==> src/rtl/lebug_cfg_pkg.sv <==
// Shared definitions for the LEBUG configuration broadcast path: transmitter
// states, the unowned config id and the per-block config ids.
package lebug_cfg_pkg;

  typedef enum logic [2:0] {
    IDLE  = 3'd0,
    DRAIN = 3'd1,
    WAIT  = 3'd2,
    SEND  = 3'd3,
    GAP   = 3'd4
  } txState_e;

  localparam logic [7:0] IDLE_CONFIG_ID = 8'hFF;

  localparam logic [7:0] CFG_ID_TRIGGER  = 8'h00;
  localparam logic [7:0] CFG_ID_FILTER   = 8'h01;
  localparam logic [7:0] CFG_ID_COUNTER  = 8'h02;
  localparam logic [7:0] CFG_ID_MATCHER  = 8'h03;
  localparam logic [7:0] CFG_ID_SEQUENCE = 8'h04;
  localparam logic [7:0] CFG_ID_OUTPUT   = 8'h05;

  // A frame is only sendable if the whole thing fits in the byte buffer at once.
  function automatic logic frameFits(input logic [7:0] numBytes, input int depth);
    return int'(numBytes) <= depth;
  endfunction

endpackage

==> src/rtl/byte_fifo.sv <==
// Synchronous first-word-fall-through byte buffer with an occupancy count.
// A push into a full buffer is taken when a pop happens in the same cycle.
module byte_fifo #(
  parameter int DEPTH = 32,
  parameter int WIDTH = 8
) (
  input  logic                     clk,
  input  logic                     reset,
  input  logic                     push_i,
  input  logic [WIDTH-1:0]         wdata_i,
  input  logic                     pop_i,
  output logic [WIDTH-1:0]         rdata_o,
  output logic [$clog2(DEPTH):0]   count_o
);

  localparam int AW = $clog2(DEPTH);
  localparam logic [AW:0] FULL_CNT = (AW+1)'(DEPTH);

  logic [WIDTH-1:0] mem_q [DEPTH];
  logic [AW-1:0]    wrPtr_q;
  logic [AW-1:0]    rdPtr_q;
  logic [AW:0]      count_q;
  logic             doPush;
  logic             doPop;

  always_comb begin
    doPop  = pop_i && (count_q != '0);
    doPush = push_i && ((count_q < FULL_CNT) || doPop);
  end

  always_ff @(posedge clk) begin
    if (doPush) begin
      mem_q[wrPtr_q] <= wdata_i;
    end
  end

  always_ff @(posedge clk) begin
    if (reset) begin
      wrPtr_q <= '0;
      rdPtr_q <= '0;
      count_q <= '0;
    end else begin
      if (doPush) begin
        wrPtr_q <= wrPtr_q + AW'(1);
      end
      if (doPop) begin
        rdPtr_q <= rdPtr_q + AW'(1);
      end
      case ({doPush, doPop})
        2'b10:   count_q <= count_q + (AW+1)'(1);
        2'b01:   count_q <= count_q - (AW+1)'(1);
        default: count_q <= count_q;
      endcase
    end
  end

  assign rdata_o = mem_q[rdPtr_q];
  assign count_o = count_q;

endmodule

==> src/rtl/config_transmitter.sv <==
// Broadcasts configuration frames to the building blocks: drops tracing, waits
// for the pipelines to drain, then streams a buffered frame followed by a gap.
module config_transmitter #(
  parameter int         FIFO_DEPTH     = 32,
  parameter int         MAX_CHAINS     = 4,
  parameter int         DRAIN_CYCLES   = 3,
  parameter logic [7:0] IDLE_CONFIG_ID = lebug_cfg_pkg::IDLE_CONFIG_ID
) (
  input  logic       clk,
  input  logic       reset,
  input  logic       tracing_req,
  input  logic       cmd_valid,
  output logic       cmd_ready,
  input  logic [7:0] cmd_config_id,
  input  logic [7:0] cmd_num_bytes,
  input  logic       byte_valid,
  output logic       byte_ready,
  input  logic [7:0] byte_data,
  output logic       tracing,
  output logic [7:0] configId,
  output logic [7:0] configData,
  output logic       busy,
  output logic       done,
  output logic       err
);

  import lebug_cfg_pkg::*;

  localparam int CW = $clog2(FIFO_DEPTH) + 1;
  localparam logic [CW-1:0] DEPTH_CNT = CW'(FIFO_DEPTH);
  localparam int DW = (DRAIN_CYCLES > 1) ? $clog2(DRAIN_CYCLES) : 1;
  localparam logic [DW-1:0] DRAIN_LAST = DW'((DRAIN_CYCLES > 0) ? DRAIN_CYCLES - 1 : 0);

  if ((FIFO_DEPTH < 5 * MAX_CHAINS) || ((FIFO_DEPTH & (FIFO_DEPTH - 1)) != 0)) begin : gBadParams
    $error("config_transmitter: FIFO_DEPTH must be a power of two and at least 5*MAX_CHAINS");
  end

  txState_e      state_q;
  txState_e      state_d;
  logic [DW-1:0] drainCnt_q;
  logic [DW-1:0] drainCnt_d;
  logic [7:0]    remaining_q;
  logic [7:0]    remaining_d;
  logic [7:0]    id_q;
  logic [7:0]    id_d;
  logic [7:0]    len_q;
  logic [7:0]    len_d;
  logic          tracing_q;
  logic [7:0]    configId_q;
  logic [7:0]    configData_q;
  logic          done_q;
  logic          err_q;

  logic          accept;
  logic          frameOk;
  logic          errNext;
  logic          pop;
  logic          push;
  logic [7:0]    fifoData;
  logic [CW-1:0] fifoCount;

  byte_fifo #(
    .DEPTH (FIFO_DEPTH),
    .WIDTH (8)
  ) uFifo (
    .clk     (clk),
    .reset   (reset),
    .push_i  (push),
    .wdata_i (byte_data),
    .pop_i   (pop && !reset),
    .rdata_o (fifoData),
    .count_o (fifoCount)
  );

  assign cmd_ready  = (state_q == IDLE);
  assign byte_ready = (fifoCount < DEPTH_CNT);
  assign push       = byte_valid && byte_ready && !reset;

  // The byte popped on the edge into a SEND cycle is what that cycle shows,
  // so the first byte lands one cycle after WAIT sees a complete frame.
  always_comb begin
    state_d     = state_q;
    drainCnt_d  = drainCnt_q;
    remaining_d = remaining_q;
    id_d        = id_q;
    len_d       = len_q;
    pop         = 1'b0;
    errNext     = 1'b0;
    accept      = cmd_valid && cmd_ready && !reset;
    frameOk     = frameFits(cmd_num_bytes, FIFO_DEPTH);

    case (state_q)
      IDLE: begin
        if (accept) begin
          id_d  = cmd_config_id;
          len_d = cmd_num_bytes;
          if (frameOk) begin
            drainCnt_d = '0;
            if (DRAIN_CYCLES == 0) begin
              state_d = (cmd_num_bytes == 8'd0) ? GAP : WAIT;
            end else begin
              state_d = DRAIN;
            end
          end else begin
            errNext = 1'b1;
          end
        end
      end
      DRAIN: begin
        if (drainCnt_q == DRAIN_LAST) begin
          state_d = (len_q == 8'd0) ? GAP : WAIT;
        end else begin
          drainCnt_d = drainCnt_q + DW'(1);
        end
      end
      WAIT: begin
        if (int'(fifoCount) >= int'(len_q)) begin
          state_d     = SEND;
          pop         = 1'b1;
          remaining_d = len_q - 8'd1;
        end
      end
      SEND: begin
        if (remaining_q == 8'd0) begin
          state_d = GAP;
        end else begin
          pop         = 1'b1;
          remaining_d = remaining_q - 8'd1;
        end
      end
      GAP: begin
        state_d = IDLE;
      end
      default: begin
        state_d = IDLE;
      end
    endcase
  end

  always_ff @(posedge clk) begin
    if (reset) begin
      state_q      <= IDLE;
      drainCnt_q   <= '0;
      remaining_q  <= '0;
      id_q         <= IDLE_CONFIG_ID;
      len_q        <= '0;
      tracing_q    <= 1'b0;
      configId_q   <= IDLE_CONFIG_ID;
      configData_q <= '0;
      done_q       <= 1'b0;
      err_q        <= 1'b0;
    end else begin
      state_q      <= state_d;
      drainCnt_q   <= drainCnt_d;
      remaining_q  <= remaining_d;
      id_q         <= id_d;
      len_q        <= len_d;
      // A rejected command never leaves IDLE, so it must not disturb tracing.
      tracing_q    <= tracing_req && (state_q == IDLE) && !(accept && frameOk);
      configId_q   <= pop ? id_q : IDLE_CONFIG_ID;
      configData_q <= pop ? fifoData : 8'd0;
      done_q       <= (state_d == GAP);
      err_q        <= errNext;
    end
  end

  assign tracing    = tracing_q;
  assign configId   = configId_q;
  assign configData = configData_q;
  assign busy       = (state_q != IDLE);
  assign done       = done_q;
  assign err        = err_q;

endmodule

==> config.mk <==
export PLATFORM = sky130hd
export DESIGN_NAME = config_transmitter
export DESIGN_NICKNAME = d
export VERILOG_FILES = /design/src/rtl/lebug_cfg_pkg.sv /design/src/rtl/byte_fifo.sv /design/src/rtl/config_transmitter.sv
export SDC_FILE = /design/constraint.sdc
export NUM_CORES = 1
export LEC_CHECK = 0
export ABC_AREA = 1
export BUFFER_PORTS_ARGS = -buffer_cell sky130_fd_sc_hd__buf_4
export CAP_MARGIN = 10
export CORE_AREA = 2 2 201 203
export CTS_BUF_LIST = sky130_fd_sc_hd__clkbuf_16
export CTS_CLUSTER_SIZE = 28
export DETAILED_ROUTE_END_ITERATION = 10
export DIE_AREA = 0 0 203 205
export PLACE_DENSITY = 0.53
export SYNTH_ARGS = -nofsm -noshare
export SYNTH_HDL_FRONTEND = slang
export SYNTH_SLANG_ARGS = --single-unit
==> constraint.sdc <==
create_clock -name clk -period 3.05 [get_ports clk]
set_input_delay 0 -clock clk [delete_from_list [all_inputs] [get_ports clk]]
set_output_delay 0 -clock clk [all_outputs]
set_load 0.03 [all_outputs]
==> results.py, run 1 <==
metrics = {
    "job": {
        "maxCapViolations": 0,
    },
    "worst_setup_path": {
        "end_kind": "flip-flop",
        "crit_end": "tracing",
        "r2r_end": "tracing",
        "start_kind": "flip-flop",
        "path_max_fanout": 12,
        "rr_worst_depth": 8,
        "required_ns": 3.46,
        "crit_type": "flip-flop to flip-flop",
        "startpoint": "state_q[0]",
        "cp.arrival_ns": 3.16,
        "ff2ff_setup_slack_ns": 0.30,
        "r2r_start": "state_q[0]",
    },
    "clock_tree": {
        "htree_levels": 2,
        "clockBufferDepth": 3,
        "cts-root-buf": "clkbuf_16",
        "postCtsSetupBuffers": 0,
        "clk_latency_ns": 0.54,
        "cts_tree": "built",
        "clk_transition_reported_paths_ns": 0.06,
        "cts_made_buffers": 36,
        "clock_sinks": 320,
    },
    "sta": {
        "clock_skew_ns": 0.01937,
        "fin_crit_ns": 2.754,
        "grt_setup_unrepaired": "false",
        "finalSetupViolCount": 0,
        "relSlewSlack": 0.4577,
        "tns_ns": 0,
        "fmax_ghz": 0.3631,
        "hold_violations": 0,
        "worst_pin_slew_ns": 0.8105,
        "period_share": 0.9029,
        "slew_violations": 0,
    },
    "routing": {
        "wl_mm": 33.45,
        "drtPass1Iterations": 5,
        "ant_nets": 0,
        "drc": 0,
        "vias": 9184,
        "vias_per_cell": 4.911,
        "dr.first_iter.drc_count": 743,
        "wl_per_cell_um": 17.89,
    },
    "layout": {
        "drive_above_1_share": 0.1250,
        "fin_util": 0.4022,
        "fillers": 3697,
        "synthToLayoutAreaGrowth_pct": 19.46,
        "fin_nets": 1364,
        "fin_cells": 1870,
    },
    "placed_design": {
        "gp_congestion": 0.7972,
        "post-dp-hpwl_mm": 20.61,
        "place_inst": 1769,
        "port_buffers": 50,
    },
    "logic_synthesis": {
        "yosys.area.top_type": "edfxtp_1",
        "synth_area_leaders": "edfxtp_1, dfxtp_1, nor2_1",
        "synth.distinct_cells": 37,
        "synth-seq-area-share": 0.6767,
        "synth-seq-cells": 320,
        "synth_top_area_frac": 0.5801,
        "syn_area_um2": 13250,
        "synthArstFlopShare": 0,
        "yosysWarnings": 0,
        "synth_ff_type": "edfxtp_1",
        "synth_common_cells": "edfxtp_1, nor2_1, nand2_1",
        "syn_inst": 1204,
        "yosysMostFrequentCell": "edfxtp_1",
        "synth.avg_cell_area_um2": 11.01,
        "synth_nets": 1252,
        "synth-edff-count": 256,
    },
    "floorplanning": {
        "fp-row-count": 73,
        "dieArea_um2": 41620,
        "core_area_um2": 39370,
        "die_w_um": 203,
        "die_h_um": 205,
        "floorplan.initialDensity": 0.3366,
        "io_pins": 51,
    },
    "grt": {
        "grt_pass1_vias": 8852,
        "antenna_found_initial": 0,
        "grt_pass1_wl_mm": 52.16,
        "grt_max_degree": 53,
        "grt.total_usage": 0.1636,
        "overflow": 0,
    },
    "power": {
        "p_leak_nw": 5.863,
        "finalPower_mw": 9.044,
        "power_density_nw_per_um2": 571.3,
        "ir_drop_mv": 0.3603,
    },
    "hold_path": {
        "hold_class": "input port to flip-flop",
    },
    "status": {
        "status": "complete, no violations",
    },
}
## cell usage in the layout (no fill, tap or decap), types with 2 or more instances in the layout
| cell | count |
|---|---|
| dfxtp_1 | 61 |
| dlygate4sd3_1 | 34 |
| nor3_1 | 6 |
| nand2_1 | 178 |
| clkinv_1 | 16 |
| clkbuf_16 | 36 |
| inv_1 | 76 |
| o21ai_1 | 7 |
| dfxtp_2 | 2 |
| nand3_1 | 64 |
| inv_2 | 4 |
| o21ai_2 | 4 |
| xor2_1 | 4 |
| nor2_2 | 4 |
| nand4_1 | 8 |
| a211oi_1 | 4 |
| o21ai_0 | 129 |
| nand3_2 | 2 |
| edfxtp_1 | 256 |
| buf_12 | 4 |
| a31oi_1 | 3 |
| xnor2_1 | 4 |
| nand3b_1 | 5 |
| buf_4 | 96 |
| o221ai_1 | 12 |
| a21oi_1 | 38 |
| o22ai_1 | 20 |
| o211ai_1 | 28 |
| nand2_2 | 3 |
| nor2_1 | 204 |
| clkinv_2 | 3 |
| ha_1 | 16 |
## report_power, final
group	switching, mW	internal, mW
Sequential	0.0165	4.74
Combinational	0.215	0.124
Clock	1.71	2.24
Total	1.94	7.11
## flip-flops by register name, summed over array words and instances, names as in the netlist, 2 cells and up
signal,cells
configData,8
configId,8
drainCnt_q,2
id_q,8
len_q,8
remaining_q,8
state_q,3
uFifo.count_o,6
uFifo.mem_q,256
uFifo.rdPtr_q,5
uFifo.wrPtr_q,5
## worst min-delay path by stage
stage                                    to  cells past startpoint        startpoint  slack, ns
after global routing                id_q[2]                      4  cmd_config_id[2]       0.25
after CTS                           id_q[1]                      4  cmd_config_id[1]       0.22
after global placement              id_q[1]                      3  cmd_config_id[1]       0.22
after detailed placement            id_q[3]                      3  cmd_config_id[3]       0.22
final                               id_q[1]                      4  cmd_config_id[1]       0.24
after floorplan           uFifo.mem_q[0][0]                      0      byte_data[0]        0.1
## layer usage
layer  vias up  routed length (um)  global-route usage
met5         -                   0                   0
met4         0                 657             0.04327
met3        42                1569             0.02339
met2       206               15880              0.2731
met1      4479               15340              0.2236
li1       4457                   -                   -
## worst max-delay path, stage by stage, from the launching register on
cell	delay [ns]
dfxtp_1	0.35
nor3_1	0.45
nand2_2	0.27
nor2_1	0.18
nand2_1	0.15
nand3_1	0.09
dlygate4sd3_1	0.55
nor2_1	0.04
dlygate4sd3_1	0.55
## stage by stage
step / hold WS [ns] / worst slack, ns / instance area [um2]
2_1_floorplan: 0.09887 / 0.3559 / 13250
3_3_place_gp: 0.2231 / 0.1764 / 14400
3_5_place_dp: 0.2211 / 0.1272 / 14400
4_1_cts: 0.2176 / 0.09175 / 15810
5_1_grt: 0.2469 / 0.02271 / 15830
6_report: 0.2372 / 0.2961 / 15830
## kinds of logic after synthesis
kind of cell | Yosys count | share of synthesized area
AOI/OAI and AO/OA | 246 | 0.1058
xor gates and xnor gates | 8 | 0.005286
adders and majority gates | 19 | 0.01850
buffers and inverters | 134 | 0.04532
DFF | 320 | 0.6767
and+or+nand+nor | 477 | 0.1483
## area by class of cell
cell class | count | area [um2] | area share
diodes | 1 | 2.502 | 0.0001581
inverters | 74 | 280.3 | 0.01770
clock inverters | 30 | 176.4 | 0.01114
well taps | 525 | 656.9 | 0.04149
repair buffers | 134 | 1141 | 0.07208
clock buffers | 36 | 900.9 | 0.05690
flip-flops and latches | 320 | 8975 | 0.5669
multi-input cells | 750 | 3699 | 0.2336
## repair_timing
action                                  in CTS  in global routing
hold endpoints to repair                   289                  0
endpoints found under the setup margin       0                  3
resized for setup                            0                  5
hold buffers                                34                  0
(Power assumes the default switching activity.)
==> run 2: changes to the inputs <==
Settings changed: CORE_AREA 2 2 201 203 to 10 10 209 211, DIE_AREA 0 0 203 205 to 0 0 219 221.
==> run 2 against run 1 <==
Effect of this change:
- register-to-register slack worse by 0.05 ns
- combinational power about the same
- power up 1.6%
- clock skew decreased by 0.0019 ns
- highest routed layer unchanged
==> results.py, run 2 (synthesis gave the netlist of run 1 again) <==
metrics = {
    "placed_design": {
        "port_buffers": 50,
        "place_area_um2": 14390,
        "post-dp-hpwl_mm": 20.98,
        "gp_congestion": 0.8214,
    },
    "floorplanning": {
        "io_pins": 51,
        "dieArea_um2": 48400,
        "die_w_um": 219,
        "core_area_um2": 39460,
        "floorplan.initialDensity": 0.3359,
        "fp-row-count": 73,
        "die_h_um": 221,
    },
    "hold_path": {
        "hp-start": "cmd_config_id[5]",
        "min_to": "id_q[5]",
        "min_path_cells": 4,
        "hold_class": "input port to flip-flop",
    },
    "grt": {
        "grt_pass1_vias": 8858,
        "overflow": 0,
        "grt.total_usage": 0.1392,
        "grt_pass1_wl_mm": 52.56,
        "grt_max_degree": 91,
        "antenna_found_initial": 0,
    },
    "routing": {
        "wl_per_cell_um": 18.46,
        "ant_nets": 0,
        "wl_mm": 34.51,
        "vias_per_cell": 4.908,
        "drtPass1Iterations": 5,
        "vias": 9173,
        "drc": 0,
        "dr.first_iter.drc_count": 776,
    },
    "worst_setup_path": {
        "rr_worst_depth": 20,
        "end_kind": "flip-flop",
        "required_ns": 3.45,
        "cp.arrival_ns": 3.21,
        "start_kind": "flip-flop",
        "ff2ff_setup_slack_ns": 0.25,
        "path_max_fanout": 7,
        "crit_type": "flip-flop to flip-flop",
        "r2r_end": "uFifo.count_o[5]",
        "r2r_start": "uFifo.count_o[0]",
    },
    "sta": {
        "clock_skew_ns": 0.01743,
        "tns_ns": 0,
        "period_share": 0.9195,
        "slew_violations": 0,
        "grt_setup_unrepaired": "false",
        "fmax_ghz": 0.3566,
        "worst_pin_slew_ns": 0.6623,
        "relSlewSlack": 0.5558,
        "finalSetupViolCount": 0,
        "fin_crit_ns": 2.804,
        "hold_violations": 0,
    },
    "status": {
        "status": "complete, no violations",
    },
    "layout": {
        "final_cell_mix": "edfxtp_1, nor2_1, nand2_1",
        "top_register": "uFifo.mem_q",
        "drive_above_1_share": 0.1303,
        "fin_util": 0.4015,
        "synthToLayoutAreaGrowth_pct": 19.53,
        "final_area_um2": 15840,
        "fin_nets": 1366,
        "largest_register_ffs": 256,
        "final_common_cell": "edfxtp_1",
    },
    "power": {
        "pwr-share-seq": 0.517,
        "clkPwrFrac": 0.446,
        "power_frac_comb": 0.037,
        "power_density_nw_per_um2": 580.2,
        "p_switching_mw": 1.891,
        "ir_drop_mv": 0.2635,
        "p_int_mw": 7.300,
        "finalPower_mw": 9.191,
        "p_leak_nw": 5.900,
        "sw_frac_of_total": 0.2057,
    },
    "clock_tree": {
        "cts-root-buf": "clkbuf_16",
        "clock_sinks": 320,
        "clockBufferDepth": 3,
        "htree_levels": 2,
        "cts_made_buffers": 36,
        "postCtsSetupBuffers": 0,
        "clk_transition_reported_paths_ns": 0.06,
        "cts_tree": "built",
        "clk_latency_ns": 0.52,
    },
    "job": {
        "maxCapViolations": 0,
    },
}
-- run 2: cell type report --
type | count | area [um2]
fill | 3792 | 23620
sequential | 320 | 8974
multi-input combinational | 750 | 3689
timing repair buffer | 136 | 1129
clock buffer | 37 | 925.9
tap | 525 | 656.9
inverter | 74 | 280.3
clock inverter | 26 | 185.2
antenna | 1 | 2.502
-- run 2: stage by stage --
step,hold slack (ns),setup WS [ns],cells
after floorplan,0.09887,0.3559,1204
after global placement,0.2221,0.2098,1772
after detailed placement,0.2207,0.1222,1772
after CTS,0.2349,0.1137,1868
after global routing,0.2668,0.03273,1868
final,0.2519,0.2456,1869
-- run 2: power groups by stage --
| stage | Combinational [mW] | Clock (mW) | Sequential, mW |
|---|---|---|---|
| after floorplan | 0.155 | 0 | 4.85 |
| after global placement | 0.301 | 0 | 4.85 |
| after detailed placement | 0.304 | 0 | 4.85 |
| after CTS | 0.341 | 4.20 | 4.75 |
| after global routing | 0.378 | 4.35 | 4.76 |
| final | 0.338 | 4.10 | 4.76 |
-- run 2: worst max path at each step --
stage	start	slack (ns)	end	depth (start not counted)
after floorplan	uFifo.count_o[0]	0.36	uFifo.count_o[5]	20
after global placement	uFifo.count_o[0]	0.21	uFifo.count_o[5]	20
after detailed placement	uFifo.count_o[0]	0.12	uFifo.count_o[5]	20
after CTS	uFifo.count_o[0]	0.11	uFifo.count_o[5]	20
after global routing	uFifo.count_o[0]	0.03	uFifo.count_o[5]	21
final	uFifo.count_o[0]	0.25	uFifo.count_o[5]	20
-- run 2: worst max-delay path: stages, from the launching register on --
cell and delay [ns]:
dfxtp_1 0.40, inv_1 0.11, ha_1 0.27, nand2_1 0.06, inv_1 0.03, nand2_1 0.05
nor2_1 0.04, nor2_1 0.13, nand3_1 0.14, nand4_1 0.11, inv_1 0.08, ha_2 0.25
ha_1 0.33, nand2_1 0.09, inv_1 0.05, nand2_1 0.06, nand3_1 0.10, a21oi_1 0.13
o21ai_1 0.10, nor2_1 0.11, nor2_1 0.05
-- run 2: repair_timing --
action                                  CTS  global route
hold endpoints to repair                289             0
hold buffers                             33             0
gates resized for setup                   0             3
endpoints found under the setup margin    0             1
-- run 2: metal layers --
metal | global-route usage | vias up | wire, um | share of wire
met5 | 0 | - | 0 | 0
met4 | 0.04168 | 0 | 757 | 0.022
met3 | 0.02156 | 48 | 1684 | 0.049
met2 | 0.2208 | 209 | 16080 | 0.47
met1 | 0.1920 | 4457 | 15990 | 0.46
li1 | - | 4459 | - | -
==> run 3: changes to the inputs <==
Settings changed: SETUP_SLACK_MARGIN from default to 0.4.
==> run 3 against run 2 <==
Effect of this change:
- register-to-register slack improved by 0.21 ns
- largest cell class unchanged
- combinational power rose by 7.4%
- utilization rose by 0.68 points
- largest power group unchanged
- highest routed layer unchanged
- via count barely moved
- hold slack got worse by 0.010 ns
- critical path type unchanged
==> results.py, run 3 (synthesis gave the netlist of run 1 again) <==
metrics = {
    "status": {
        "status": "complete, no violations",
    },
    "placed_design": {
        "dp_slack_ns": 0.2171,
        "post-dp-hpwl_mm": 20.40,
        "place_area_um2": 14360,
        "gp_congestion": 0.7876,
        "place_inst": 1765,
        "port_buffers": 50,
    },
    "clock_tree": {
        "clk_latency_ns": 0.52,
        "clock_sinks": 320,
        "cts-root-buf": "clkbuf_16",
        "clockBufferDepth": 3,
        "htree_levels": 2,
        "clk_transition_reported_paths_ns": 0.06,
        "cts_tree": "built",
        "cts_made_buffers": 35,
    },
    "floorplanning": {
        "fp-row-count": 73,
        "dieArea_um2": 48400,
        "floorplan.initialDensity": 0.3359,
        "io_pins": 51,
        "die_h_um": 221,
        "core_area_um2": 39460,
        "die_w_um": 219,
    },
    "power": {
        "p_int_mw": 7.484,
        "p_switching_mw": 1.914,
        "pwr-share-seq": 0.507,
        "power_density_nw_per_um2": 583.5,
        "power_frac_comb": 0.039,
        "p_leak_nw": 5.908,
        "ir_drop_mv": 0.2545,
        "clkPwrFrac": 0.455,
        "sw_frac_of_total": 0.2037,
        "finalPower_mw": 9.398,
    },
    "layout": {
        "final_cell_mix": "edfxtp_1, nor2_1, nand2_1",
        "top_register": "uFifo.mem_q",
        "final_area_um2": 16110,
        "drive_above_1_share": 0.1621,
        "fillers": 3760,
        "fin_nets": 1370,
        "final_common_cell": "edfxtp_1",
        "fin_cells": 1870,
        "largest_register_ffs": 256,
        "antennaDiodeCount": 0,
        "synthToLayoutAreaGrowth_pct": 21.54,
        "fin_util": 0.4082,
    },
    "hold_path": {
        "min_path_cells": 4,
        "hp-start": "cmd_config_id[4]",
        "hold_class": "input port to flip-flop",
        "min_to": "id_q[4]",
    },
    "routing": {
        "drc": 0,
        "wl_mm": 34.21,
        "ant_nets": 0,
        "drtPass1Iterations": 5,
        "vias": 9179,
        "wl_per_cell_um": 18.30,
        "vias_per_cell": 4.909,
        "dr.first_iter.drc_count": 775,
    },
    "worst_setup_path": {
        "r2r_start": "uFifo.count_o[0]",
        "cp.arrival_ns": 3.05,
        "crit_type": "flip-flop to flip-flop",
        "rr_worst_depth": 19,
        "r2r_end": "uFifo.count_o[5]",
        "end_kind": "flip-flop",
        "ff2ff_setup_slack_ns": 0.46,
        "path_max_fanout": 6,
        "start_kind": "flip-flop",
        "required_ns": 3.50,
    },
    "job": {
        "maxCapViolations": 0,
    },
    "sta": {
        "fmax_ghz": 0.3856,
        "grt_setup_unrepaired": "true",
        "fin_crit_ns": 2.594,
        "finalSetupViolCount": 0,
        "period_share": 0.8504,
        "slew_violations": 0,
        "clock_skew_ns": 0.01277,
        "hold_slack_ns": 0.2419,
        "tns_ns": 0,
        "fin_ws_ns": 0.4564,
        "hold_violations": 0,
        "worst_pin_slew_ns": 0.7320,
        "relSlewSlack": 0.5113,
    },
    "grt": {
        "grt_pass1_vias": 9088,
        "grt.total_usage": 0.1384,
        "grt_pass1_wl_mm": 53.07,
        "grt_max_degree": 82,
        "overflow": 0,
        "antenna_found_initial": 0,
    },
}
[run 3: layout make-up]
type                       count  area [um2]  area share
multi-input combinational    750        3840      0.2384
tap                          525       656.9     0.04078
timing repair buffer         141        1184     0.07348
clock inverter                23       229.0     0.01421
clock buffer                  37       925.9     0.05748
inverter                      74       285.3     0.01771
sequential                   320        8987      0.5579
[run 3: power groups by stage]
stage / logic (mW) / registers [mW] / clock network [mW]
4_1_cts: 0.343 / 4.76 / 4.38
3_5_place_dp: 0.301 / 4.85 / 0
6_report: 0.363 / 4.76 / 4.27
2_1_floorplan: 0.155 / 4.85 / 0
5_1_grt: 0.409 / 4.76 / 4.55
3_3_place_gp: 0.299 / 4.85 / 0
[run 3: layer usage]
metal	vias to the layer above	GRT usage	wire, um
met5	-	0	0
met4	0	0.04079	730
met3	50	0.02046	1294
met2	181	0.2303	16530
met1	4492	0.1825	15660
li1	4456	-	-
[run 3: how the worst max path moves through the flow]
stage                            end  slack (ns)             start  cells past startpoint
floorplan           uFifo.count_o[5]        0.42  uFifo.count_o[0]                     20
global placement    uFifo.count_o[5]        0.30  uFifo.count_o[0]                     20
global route        uFifo.count_o[5]        0.20  uFifo.count_o[0]                     19
CTS                 uFifo.count_o[5]        0.42  uFifo.count_o[1]                     20
detailed placement  uFifo.count_o[5]        0.22  uFifo.count_o[0]                     20
finish              uFifo.count_o[5]        0.46  uFifo.count_o[0]                     19
[run 3: repair_timing]
action | CTS | global route
hold buffers | 35 | 0
setup buffers | 1 | 9
pin swaps | 1 | 17
gates resized for setup | 10 | 37
endpoints found under the setup margin | 3 | 4
endpoints found under the hold margin | 289 | 0
[run 3: worst max-delay path, stage by stage, from the launching register on]
cell and delay (ns):
dfxtp_4 0.38, inv_4 0.05, ha_4 0.26, nand2_2 0.05, inv_2 0.04, nand2_2 0.04, nor2_2 0.10, nor2_2 0.06
nand3_2 0.07, nand4_1 0.13, inv_2 0.12, ha_4 0.23, ha_4 0.24, a21oi_1 0.17, nand3_2 0.13, a21oi_2 0.16
o21ai_2 0.07, nand2_1 0.06, nand2_1 0.05, nor2_1 0.10
